### config.mk
export PLATFORM = sky130hd
export DESIGN_NAME = tlb_assoc
export DESIGN_NICKNAME = d
export VERILOG_FILES = /design/src/rtl/tlb_assoc.sv
export SDC_FILE = /design/constraint.sdc
export NUM_CORES = 1
export LEC_CHECK = 0
export CAP_MARGIN = 20
export CORE_AREA = 2 2 229 254
export CTS_BUF_LIST = sky130_fd_sc_hd__clkbuf_8
export CTS_CLUSTER_DIAMETER = 120
export DETAILED_ROUTE_END_ITERATION = 8
export DIE_AREA = 0 0 231 256
export PLACE_DENSITY = 0.5
export RECOVER_POWER = 50
export SLEW_MARGIN = 20
export SYNTH_ARGS = -nofsm -noshare
export SYNTH_HDL_FRONTEND = slang
export SYNTH_SLANG_ARGS = --single-unit
### constraint.sdc
create_clock -name clk -period 5.5 [get_ports clk]
set_clock_uncertainty 0.15 [all_clocks]
set_input_delay 0.825 -clock clk [delete_from_list [all_inputs] [get_ports clk]]
set_output_delay 0.825 -clock clk [all_outputs]
set_load 0.05 [all_outputs]
### src/rtl/tlb_assoc.sv
// tlb_assoc: set-associative TLB with a registered lookup, a miss handshake
// toward a page-walk agent, per-set round-robin replacement and a flush that
// clears one set per cycle. With enable low the block is an identity map.

module tlb_assoc #(
  parameter int ARCH_BITS = 32,
  parameter int PAGE_BITS = 12,
  parameter int SETS      = 4,
  parameter int WAYS      = 2
) (
  input  logic                           clk,
  input  logic                           rst,
  input  logic                           enable,
  input  logic                           req_valid,
  input  logic [ARCH_BITS-1:0]           req_vaddr,
  output logic                           req_ready,
  output logic                           resp_valid,
  output logic [ARCH_BITS-1:0]           resp_paddr,
  output logic                           resp_fault,
  output logic                           miss_valid,
  output logic [ARCH_BITS-PAGE_BITS-1:0] miss_vpn,
  input  logic                           fill_valid,
  input  logic [ARCH_BITS-PAGE_BITS-1:0] fill_ppn,
  input  logic                           fill_fault,
  input  logic                           flush,
  output logic                           flush_done
);

  localparam int VPN_BITS = ARCH_BITS - PAGE_BITS;
  localparam int IDX_BITS = $clog2(SETS);
  localparam int TAG_BITS = VPN_BITS - IDX_BITS;
  // A single-way TLB still carries a one-bit pointer that never moves.
  localparam int WAY_BITS = (WAYS > 1) ? $clog2(WAYS) : 1;

  typedef enum logic [1:0] {
    IDLE,
    MISS,
    FLUSH
  } state_t;

  state_t                 state;
  logic [IDX_BITS-1:0]    flush_cnt;
  logic                   flush_pend;
  logic [ARCH_BITS-1:0]   miss_vaddr;

  logic [WAYS-1:0]        valid_bits [SETS];
  logic [WAY_BITS-1:0]    rr_ptr     [SETS];
  logic [TAG_BITS-1:0]    tag_mem    [SETS][WAYS];
  logic [VPN_BITS-1:0]    ppn_mem    [SETS][WAYS];

  logic [VPN_BITS-1:0]    req_vpn;
  logic [IDX_BITS-1:0]    req_idx;
  logic [TAG_BITS-1:0]    req_tag;
  logic [PAGE_BITS-1:0]   req_off;

  logic [VPN_BITS-1:0]    walk_vpn;
  logic [IDX_BITS-1:0]    walk_idx;
  logic [TAG_BITS-1:0]    walk_tag;
  logic [PAGE_BITS-1:0]   walk_off;

  logic                   hit;
  logic [VPN_BITS-1:0]    hit_ppn;
  logic [WAY_BITS-1:0]    victim;
  logic                   victim_from_ptr;
  logic [WAY_BITS-1:0]    ptr_next;

  logic                   flush_req;
  logic                   accept;
  logic                   install;
  logic                   flush_last;

  assign req_vpn  = req_vaddr[ARCH_BITS-1:PAGE_BITS];
  assign req_idx  = req_vpn[IDX_BITS-1:0];
  assign req_tag  = req_vpn[VPN_BITS-1:IDX_BITS];
  assign req_off  = req_vaddr[PAGE_BITS-1:0];

  assign walk_vpn = miss_vaddr[ARCH_BITS-1:PAGE_BITS];
  assign walk_idx = walk_vpn[IDX_BITS-1:0];
  assign walk_tag = walk_vpn[VPN_BITS-1:IDX_BITS];
  assign walk_off = miss_vaddr[PAGE_BITS-1:0];

  // A flush seen during a miss is remembered, so it wins over new requests too.
  assign flush_req  = flush || flush_pend;
  assign req_ready  = !rst && (state == IDLE) && !flush_req;
  assign accept     = req_valid && req_ready;
  assign install    = (state == MISS) && fill_valid && !fill_fault;
  assign flush_last = (flush_cnt == IDX_BITS'(SETS - 1));

  // Compare the request tag against every way of its set in parallel.
  always_comb begin
    hit     = 1'b0;
    hit_ppn = '0;
    for (int w = 0; w < WAYS; w++) begin
      if (valid_bits[req_idx][w] && (tag_mem[req_idx][w] == req_tag)) begin
        hit     = 1'b1;
        hit_ppn = ppn_mem[req_idx][w];
      end
    end
  end

  // Pick the lowest free way of the walked set, else the round-robin pointer.
  always_comb begin
    victim          = rr_ptr[walk_idx];
    victim_from_ptr = 1'b1;
    for (int w = WAYS - 1; w >= 0; w--) begin
      if (!valid_bits[walk_idx][w]) begin
        victim          = WAY_BITS'(w);
        victim_from_ptr = 1'b0;
      end
    end
    if (rr_ptr[walk_idx] == WAY_BITS'(WAYS - 1)) begin
      ptr_next = '0;
    end else begin
      ptr_next = rr_ptr[walk_idx] + WAY_BITS'(1);
    end
  end

  // Controller: request acceptance, the miss handshake and the flush sweep.
  always_ff @(posedge clk) begin
    if (rst) begin
      state      <= IDLE;
      flush_cnt  <= '0;
      flush_pend <= 1'b0;
      miss_vaddr <= '0;
      resp_valid <= 1'b0;
      resp_paddr <= '0;
      resp_fault <= 1'b0;
      miss_valid <= 1'b0;
      miss_vpn   <= '0;
      flush_done <= 1'b0;
    end else begin
      resp_valid <= 1'b0;
      flush_done <= 1'b0;
      case (state)
        IDLE: begin
          if (flush_req) begin
            state      <= FLUSH;
            flush_cnt  <= '0;
            flush_pend <= 1'b0;
          end else if (accept) begin
            if (!enable) begin
              resp_valid <= 1'b1;
              resp_paddr <= req_vaddr;
              resp_fault <= 1'b0;
            end else if (hit) begin
              resp_valid <= 1'b1;
              resp_paddr <= {hit_ppn, req_off};
              resp_fault <= 1'b0;
            end else begin
              state      <= MISS;
              miss_vaddr <= req_vaddr;
              miss_valid <= 1'b1;
              miss_vpn   <= req_vpn;
            end
          end
        end
        MISS: begin
          if (flush) begin
            flush_pend <= 1'b1;
          end
          if (fill_valid) begin
            state      <= IDLE;
            miss_valid <= 1'b0;
            resp_valid <= 1'b1;
            if (fill_fault) begin
              resp_paddr <= '0;
              resp_fault <= 1'b1;
            end else begin
              resp_paddr <= {fill_ppn, walk_off};
              resp_fault <= 1'b0;
            end
          end
        end
        FLUSH: begin
          flush_cnt <= flush_cnt + IDX_BITS'(1);
          if (flush_last) begin
            state      <= IDLE;
            flush_done <= 1'b1;
          end
        end
        default: begin
          state <= IDLE;
        end
      endcase
    end
  end

  // Valid bits and replacement pointers: cleared by reset or the flush sweep.
  always_ff @(posedge clk) begin
    if (rst) begin
      for (int s = 0; s < SETS; s++) begin
        valid_bits[s] <= '0;
        rr_ptr[s]     <= '0;
      end
    end else if (state == FLUSH) begin
      valid_bits[flush_cnt] <= '0;
      rr_ptr[flush_cnt]     <= '0;
    end else if (install) begin
      valid_bits[walk_idx][victim] <= 1'b1;
      if (victim_from_ptr) begin
        rr_ptr[walk_idx] <= ptr_next;
      end
    end
  end

  // Tag and PPN storage needs no reset; the valid bits guard every read.
  always_ff @(posedge clk) begin
    if (install) begin
      tag_mem[walk_idx][victim] <= walk_tag;
      ppn_mem[walk_idx][victim] <= fill_ppn;
    end
  end

endmodule

==> impl_metrics.yaml, run 1 <==
logic_synthesis:
  synth_edf_count: 316
  yosysSeqAreaShare: 0.6551
  ys_seq_elements: 391
  yosysUniqueCellTypes: 55
  synthArstFlopShare: 0
  avgSynthCellArea_um2: 15.68
  yosysMostFrequentCell: "edfxtp_1"
  syn-num-nets: 1130
  yosys.area.top_type: "edfxtp_1"
  netlist.area_leader.share: 0.5656
  yosys_warnings: 0
  syn_inst: 1070
  synthTopCellsByCount: "edfxtp_1, nand2_1, dfxtp_1"
  synth.cell_area_um2: 16780
  ys.flop_type: "edfxtp_1"
  synth_area_leaders: "edfxtp_1, dfxtp_1, mux4_2"
cells_and_area:
  instances_no_fill: 1999
  nNetsFinal: 1254
  fill_cells: 5470
  utilization: 0.3522
  fin_area_um2: 19950
  area_growth_pct: 18.89
  seq_area_um2: 10990
  drive_above_1_share: 0.1982
  multi_input_area_um2: 5293
detailed_routing:
  initialDrtViolationCount: 704
  viasPerCell: 4.942
  routed_wl_um: 46560
  drc_errors: 0
  routedWlPerCell_um: 23.29
  drt_first_pass_iters: 5
  ant_nets: 0
  vias: 9879
sta:
  fin_crit_sh: 0.8231
  slew_violations: 86
  finalCriticalPeriod_ns: 4.527
  max_freq_mhz: 220.9
  grt_setup_unrepaired: "false"
  layout_setup_ws_ns: 0.9732
  relSlewSlack: -0.9572
  fin_tns_setup_ns: 0
  hold_violations: 0
  worst_slew_pin_slew_ns: 2.936
  setup_violations: 0
status:
  status: "finished with violations"
  failed_checks: "capacitance limit, slew limit"
worst_setup_path:
  crit_required_ns: 5.60
  path_max_fanout: 38
  rr_endpoint: "tag_mem[0][8]"
  critPathKind: "input port to flip-flop"
  start_kind: "input port"
  arrival_ns: 4.63
  r2r-start: "state[0]"
  r2r_slack_ns: 1.37
  cp-end-kind: "flip-flop"
  r2r_cells: 6
place:
  place_area_um2: 18720
  placedCellCount: 1875
  pre_cts_ws_ns: 0.9519
  port_buffers: 115
  gp_congestion: 0.7225
  hpwl_um: 28100
clock_network:
  cts_hold_buf: 0
  cts.htree.levels: 3
  cts_setup_buffers: 0
  cts-buffers-inserted: 69
  cts.repair.resized: 0
  clk_pin_slew_worst_paths_ns: 0.06
  clkSinkCount: 391
  cts-root-buf: "clkbuf_8"
  cts_tree: "yes"
  max-clock-path-buffers: 3
  clk_latency_ns: 0.64
floorplanning:
  die_height_um: 256
  die_area_um2: 59140
  die_w_um: 231
  coreArea_um2: 56630
  initial_core_util: 0.2962
  row_count: 92
  io_pins: 116
global_routing:
  grt_antenna_before_repair: 3
  first_global_vias: 10485
  grt_first_pass_wirelength_um: 68940
  grt_overflow: 0
  grt_max_degree: 61
  track_usage: 0.1587
worst_hold_path:
  min_to: "resp_paddr[12]"
  min_path_type: "flip-flop to flip-flop"
  hp-start: "resp_paddr[12]"
  whs_path_depth: 2
power:
  powerDensity_nw_per_um2: 303.2
  p_leak_uw: 0.006647
  vdd_drop_max_mv: 0.1377
flow_run:
  drv_cap: 2
layer usage:
| metal | up-vias | track usage | part of all wire |
|---|---|---|---|
| met3 | 85 | 0.03699 | 0.057 |
| met5 | - | 0 | 0.00054 |
| met4 | 4 | 0.06559 | 0.031 |
| met2 | 313 | 0.2621 | 0.49 |
| li1 | 4435 | - | - |
| met1 | 5042 | 0.1994 | 0.43 |
cell type report:
cell class	instances	share of cell area
Tap cell	752	0.04717
Timing Repair Buffer	154	0.07339
Clock inverter	48	0.01010
Antenna cell	1	0.0001255
Multi-Input combinational cell	572	0.2653
Clock buffer	75	0.05175
Inverter	6	0.001129
Sequential cell	391	0.5510
registers in the layout (all words and copies together), names as in the netlist, 2 cells and up, named ones only:
register	count
tag_mem	144
resp_paddr	32
rr_ptr	4
miss_vpn	19
valid_bits	8
flush_cnt	2
ppn_mem	160
state	2
miss_vaddr	13
layout by cell type (no fill, tap or decap), types with 4 or more instances in the layout:
cell             instances
buf_4                   36
nand2_1                 78
nor3_1                   9
nor2b_1                 31
nand2b_1                 4
mux4_1                   5
or2_2                    4
dfxtp_1                 75
inv_1                   32
xnor2_1                 24
clkinv_2                 4
o22ai_1                  5
and3_1                  24
clkbuf_8                75
clkdlybuf4s50_1         39
nor3b_1                 13
nor4_1                   4
nor2_1                  30
mux2_2                  15
o31ai_1                 21
dlygate4sd3_1           73
a21oi_1                 16
a2111oi_0               20
nor2_4                   6
o21ai_0                 25
mux2i_1                 53
xor2_1                  15
o2111ai_1               20
a22oi_1                 21
nand4_1                  5
mux2_4                  18
a211oi_1                 4
clkinv_1                13
mux4_2                  66
edfxtp_1               316
nor4_4                   4
how the worst max path moves through the flow:
stage | slack, ns | endpoint | cells past startpoint | start
after global placement | 0.96 | miss_vpn[6] | 11 | req_vaddr[12]
after CTS | 1.61 | miss_vpn[7] | 11 | req_vaddr[12]
final | 0.97 | tag_mem[0][8] | 6 | fill_fault
after detailed placement | 0.95 | miss_vpn[7] | 11 | req_vaddr[12]
after floorplan | 0.69 | ppn_mem[0][20] | 4 | fill_fault
after global routing | 0.79 | tag_mem[0][8] | 6 | fill_fault
logic make-up after synthesis:
family	after synthesis	synth area share
buf+inv	107	0.03542
fa+ha+maj	1	0.0007456
simple gates	225	0.06928
mux	157	0.1542
flops	391	0.6551
xor+xnor	39	0.02036
compound gates	150	0.06488
power breakdown:
group | internal (uW) | switching (uW) | total [uW]
Sequential | 3200 | 20.5 | 3220
Clock | 1250 | 1170 | 2420
Combinational | 158 | 246 | 405
per-stage QoR:
stage          hold WS (ns)  total power [uW]
2_1_floorplan        0.2799              3528
3_3_place_gp         0.2876              3698
3_5_place_dp         0.2959              3701
4_1_cts              0.3055              6143
5_1_grt              0.3299              6296
6_report             0.3033              6049
worst max-delay path, stage by stage:
cell and delay [ns]:
dlygate4sd3_1 0.80, nor2_2 0.21, clkbuf_1 1.14, nand4_1 0.73, nor3_2 0.26, buf_4 0.64
Note: power is estimated with default switching activity, not from simulation.
==> run 2: changes to the inputs <==
--- a/config.mk
+++ b/config.mk
@@ -11,7 +11,7 @@
 export CTS_CLUSTER_DIAMETER = 120
 export DETAILED_ROUTE_END_ITERATION = 8
 export DIE_AREA = 0 0 231 256
-export PLACE_DENSITY = 0.5
+export PLACE_DENSITY = 0.52
 export RECOVER_POWER = 50
 export SLEW_MARGIN = 20
 export SYNTH_ARGS = -nofsm -noshare
==> constraint.sdc (replaced) <==
create_clock -name clk -period 3.8 [get_ports clk]
set_clock_uncertainty 0.15 [all_clocks]
set_input_delay 0.57 -clock clk [delete_from_list [all_inputs] [get_ports clk]]
set_output_delay 0.57 -clock clk [all_outputs]
set_load 0.05 [all_outputs]
==> run 2 against run 1 <==
  * The flow now finishes without violations
  * Wire length is 0.21% higher
  * Sequential power is 45% higher
  * Via count is 2.7% higher
  * Cell count is 1.8% higher
  * Register-to-register slack worse by 0.84 ns
  * Largest power group unchanged
  * Highest routed layer is now met4
==> impl_metrics.yaml, run 2 (synthesis results as in run 1) <==
status:
  status: "finished clean"
worst_setup_path:
  cp-end-kind: "flip-flop"
  rr_endpoint: "tag_mem[1][8]"
  r2r_slack_ns: 0.53
  arrival_ns: 3.36
  critPathKind: "flip-flop to flip-flop"
  path_max_fanout: 15
  critPathCapture: "tag_mem[1][8]"
  start_kind: "flip-flop"
  r2r_cells: 5
  crit_required_ns: 3.88
sta:
  slew_violations: 0
  finalCriticalPeriod_ns: 3.271
  setup_violations: 0
  whs_ns: 0.3030
  fin_tns_setup_ns: 0
  worst_slew_pin_slew_ns: 1.195
  hold_violations: 0
  relSlewSlack: 0.2032
  max_freq_mhz: 305.7
  fin_crit_sh: 0.8608
  grt_setup_unrepaired: "false"
cells_and_area:
  final_common_cell: "edfxtp_1"
  fill_cells: 5461
  area_growth_pct: 21.59
  largest_reg_flops: 160
  top_register: "ppn_mem"
  reg.largest.list: "ppn_mem (160), tag_mem (144), resp_paddr (32)"
  drive_above_1_share: 0.2248
  final_cell_mix: "edfxtp_1, nand2_1, dfxtp_1, clkbuf_8, mux4_2"
  nNetsFinal: 1285
detailed_routing:
  viasPerCell: 4.986
  initialDrtViolationCount: 708
  ant_nets: 0
  drt_first_pass_iters: 5
  routed_wl_um: 46660
  vias: 10142
  routedWlPerCell_um: 22.94
  drc_errors: 0
floorplanning:
  initial_core_util: 0.2962
  die_area_um2: 59140
  die_w_um: 231
  coreArea_um2: 56630
  row_count: 92
  die_height_um: 256
  io_pins: 116
clock_network:
  cts-buffers-inserted: 68
  cts_hold_buf: 0
  cts.repair.resized: 0
  cts-root-buf: "clkbuf_8"
  clkSinkCount: 391
  max-clock-path-buffers: 3
  clk_pin_slew_worst_paths_ns: 0.06
  cts.htree.levels: 3
  cts_tree: "yes"
  cts_setup_buffers: 0
  clk_latency_ns: 0.64
place:
  port_buffers: 115
  hpwl_um: 29080
  gp_congestion: 0.7791
power:
  combPwrFrac: 0.068
  intPower_uw: 6938
  switching_share: 0.2382
  powerDensity_nw_per_um2: 446.4
  p_leak_uw: 0.006835
  seqPwrFrac: 0.512
  clkPwrFrac: 0.420
  vdd_drop_max_mv: 0.1807
  power.switching_uw: 2170
global_routing:
  first_global_vias: 10630
  track_usage: 0.1599
  grt_overflow: 0
  grt_antenna_before_repair: 1
  grt_first_pass_wirelength_um: 69900
  grt_max_degree: 58
worst_hold_path:
  hp-start: "miss_vaddr[10]"
  min_path_type: "flip-flop to flip-flop"
flow_run:
  drv_cap: 0
-- run 2: changes by cell type in the layout (fill, tap and decap cells not counted), moves of 2 or more --
cell,before,now
buf_4,36,59
clkdlybuf4s50_1,39,56
dlygate4sd3_1,73,56
buf_12,3,11
inv_1,32,24
clkinv_2,4,10
bufinv_16,0,3
clkinvlp_4,3,1
inv_8,0,2
nor2_1,30,32
-- run 2: worst min path at each step --
stage,end,slack [ns],cells past startpoint
finish,miss_vaddr[10],0.30,2
global route,miss_vaddr[8],0.33,2
floorplan,miss_vaddr[0],0.28,2
CTS,miss_vaddr[2],0.29,5
detailed placement,miss_vaddr[11],0.30,2
global placement,miss_vaddr[10],0.29,2
-- run 2: power groups by stage --
stage          clock (uW)  sequential [uW]  combinational [uW]
6_report             3830             4670                 615
3_5_place_dp            0             4760                 628
5_1_grt              4150             4670                 660
4_1_cts              3960             4670                 630
2_1_floorplan           0             4770                 340
3_3_place_gp            0             4750                 624
-- run 2: layout make-up --
type	instances	area (um^2)	area share
Sequential cell	391	10990	0.5388
Multi-Input combinational cell	572	5281	0.2589
Clock buffer	75	1032	0.05060
Clock inverter	51	329.1	0.01613
Timing Repair Buffer	186	1800	0.08826
Tap cell	752	940.9	0.04612
Inverter	6	22.52	0.001104
Antenna cell	1	2.502	0.0001227
-- run 2: metrics by stage --
step	utilization	setup WS (ns)	area [um^2]	std cells	total power, uW
floorplan	-	0.1550	16790	1070	5106
global placement	0.3367	0.08702	19070	1907	5379
detailed placement	0.3367	0.07217	19070	1907	5384
CTS	0.3607	0.4911	20430	2033	9260
global route	0.3602	0.3793	20400	2034	9482
finish	0.3602	0.5288	20400	2034	9107
-- run 2: routing by layer --
metal,track usage,wire [um],up-vias
met2,0.2628,22440,315
met4,0.05878,1142,0
met5,0,0,-
met1,0.2091,20690,5258
li1,-,-,4508
met3,0.03153,2385,61
-- run 2: worst max-delay path, cell delays in order (launching register included) --
cell and delay (ns):
dfxtp_1 0.45, mux4_2 0.55, nand2b_1 0.12, nand4_1 0.45
nor2_4 0.25, clkbuf_1 0.89
==> run 3: changes to the inputs <==
--- a/config.mk
+++ b/config.mk
@@ -11,7 +11,7 @@
 export CTS_CLUSTER_DIAMETER = 120
 export DETAILED_ROUTE_END_ITERATION = 8
 export DIE_AREA = 0 0 231 256
-export PLACE_DENSITY = 0.52
+export PLACE_DENSITY = 0.5
 export RECOVER_POWER = 50
 export SLEW_MARGIN = 20
 export SYNTH_ARGS = -nofsm -noshare
==> constraint.sdc (replaced) <==
create_clock -name clk -period 3.6 [get_ports clk]
set_clock_uncertainty 0.15 [all_clocks]
set_input_delay 0.54 -clock clk [delete_from_list [all_inputs] [get_ports clk]]
set_output_delay 0.54 -clock clk [all_outputs]
set_load 0.05 [all_outputs]
==> run 3 against run 2 <==
  * The flow now finishes with violations (capacitance limit, slew limit)
  * Cell count increased by 0.98%
  * Critical path depth rose by 1
  * Core utilization up 0.44 points
  * Sequential power is 5.6% higher
  * Die area is the same
  * Sequential share of layout area decreased by 0.64 points
  * Critical path type unchanged
  * Highest routed layer is now met5
==> impl_metrics.yaml, run 3 (synthesis results as in run 1) <==
global_routing:
  grt_use_met3: 0.03064
  grt_antenna_before_repair: 2
  first_global_vias: 10644
  grt_max_degree: 49
  track_usage: 0.1597
  grt-busiest-layer: "met2"
  grt_first_pass_wirelength_um: 70070
  grt_overflow: 0
  use_met2: 0.2618
  gr-usage-met1: 0.2109
worst_setup_path:
  cp_num_cells: 6
  critPathKind: "flip-flop to flip-flop"
  arrival_ns: 3.54
  rr_endpoint: "tag_mem[2][1]"
  crit_required_ns: 3.77
  crit_buf_inv: 2
  path_max_fanout: 17
  r2r_slack_ns: 0.23
  slowest_delay_ns: 1.21
  crit_family: "simple AND/OR/NAND/NOR gates"
  path_cells: "mux4_2, nand2b_1, nand4_1, clkbuf_1, nor2_1, buf_12"
  cp-end-kind: "flip-flop"
  start_kind: "flip-flop"
  critPathCapture: "tag_mem[2][1]"
  r2r_cells: 6
  cp_slowest_cell: "nor2_1"
cells_and_area:
  nNetsFinal: 1315
  area_growth_pct: 23.06
  fin_area_um2: 20650
  utilization: 0.3646
  top_register: "ppn_mem"
  drive_above_1_share: 0.2429
  largest_reg_flops: 160
  instances_no_fill: 2054
  reg.largest.list: "ppn_mem (160), tag_mem (144), resp_paddr (32)"
  final_cell_mix: "edfxtp_1, buf_4, clkbuf_8"
  multi_input_area_um2: 5269
  final_common_cell: "edfxtp_1"
  fill_cells: 5468
  seq_area_um2: 10990
sta:
  max_freq_mhz: 296.5
  worst_slew_pin_slew_ns: 1.584
  layout_setup_ws_ns: 0.2268
  hold_violations: 0
  setup_violations: 0
  slew_violations: 9
  fin_crit_sh: 0.9370
  fin_tns_setup_ns: 0
  finalCriticalPeriod_ns: 3.373
  grt_setup_unrepaired: "false"
  relSlewSlack: -0.06001
clock_network:
  cts-root-buf: "clkbuf_8"
  cts_setup_buffers: 0
  cts-buffers-inserted: 66
  clkSinkCount: 391
  clk_latency_ns: 0.64
  clk_pin_slew_worst_paths_ns: 0.06
  cts.repair.resized: 0
  max-clock-path-buffers: 3
  cts_hold_buf: 0
  cts.htree.levels: 3
  cts_tree: "yes"
place:
  hpwl_um: 30060
  port_buffers: 115
  placedCellCount: 1939
  place_area_um2: 19430
  gp_congestion: 0.7573
  pre_cts_ws_ns: -0.1959
status:
  status: "finished with violations"
  failed_checks: "capacitance limit, slew limit"
detailed_routing:
  viasPerCell: 4.927
  drt_first_pass_iters: 5
  routedWlPerCell_um: 22.74
  routed_wl_um: 46720
  vias: 10121
  ant_nets: 0
  initialDrtViolationCount: 830
  drc_errors: 0
floorplanning:
  die_area_um2: 59140
  initial_core_util: 0.2962
  io_pins: 116
  coreArea_um2: 56630
  die_height_um: 256
  die_w_um: 231
  row_count: 92
power:
  vdd_drop_max_mv: 0.2147
  p_leak_uw: 0.006905
  powerDensity_nw_per_um2: 459.3
worst_hold_path:
  min_path_type: "flip-flop to flip-flop"
flow_run:
  drv_cap: 2
[run 3: cell type report]
class                           count  area share
Multi-Input combinational cell    572      0.2552
Tap cell                          752     0.04557
Sequential cell                   391      0.5323
Inverter                            6    0.001091
Clock inverter                     35    0.009272
Clock buffer                       79     0.05266
Antenna cell                        1   0.0001212
Timing Repair Buffer              218      0.1038
[run 3: how the worst min path moves through the flow]
stage / startpoint / to / slack (ns) / depth (start not counted)
after global placement: miss_vaddr[5] / miss_vaddr[5] / 0.29 / 2
after detailed placement: miss_vaddr[7] / miss_vaddr[7] / 0.30 / 2
after global routing: resp_paddr[25] / resp_paddr[25] / 0.33 / 2
after CTS: req_vaddr[7] / miss_vaddr[7] / 0.30 / 3
final: miss_vaddr[7] / miss_vaddr[7] / 0.31 / 2
after floorplan: miss_vaddr[0] / miss_vaddr[0] / 0.28 / 2
[run 3: metal layers]
layer	vias to the layer above	share of wire
li1	4552	-
met1	5228	0.45
met2	285	0.48
met5	-	0.00028
met4	2	0.021
met3	54	0.049
[run 3: metrics by stage]
step	hold WS [ns]	power [uW]
5_1_grt	0.3289	9839
3_3_place_gp	0.2872	5705
4_1_cts	0.3050	9617
3_5_place_dp	0.2974	5711
2_1_floorplan	0.2799	5389
6_report	0.3060	9483
[run 3: tightest hold or removal path: cells and delay by family, from the launching register on]
family,cells,cell delay (ns)
flip-flops,1,0.31
multiplexers,1,0.05
AND/OR/NAND/NOR,1,0.05
[run 3: power breakdown]
group          internal, uW  total, uW  switching (uW)
Clock                  2070       3880            1820
Combinational           291        674             383
Sequential             4890       4930            33.0
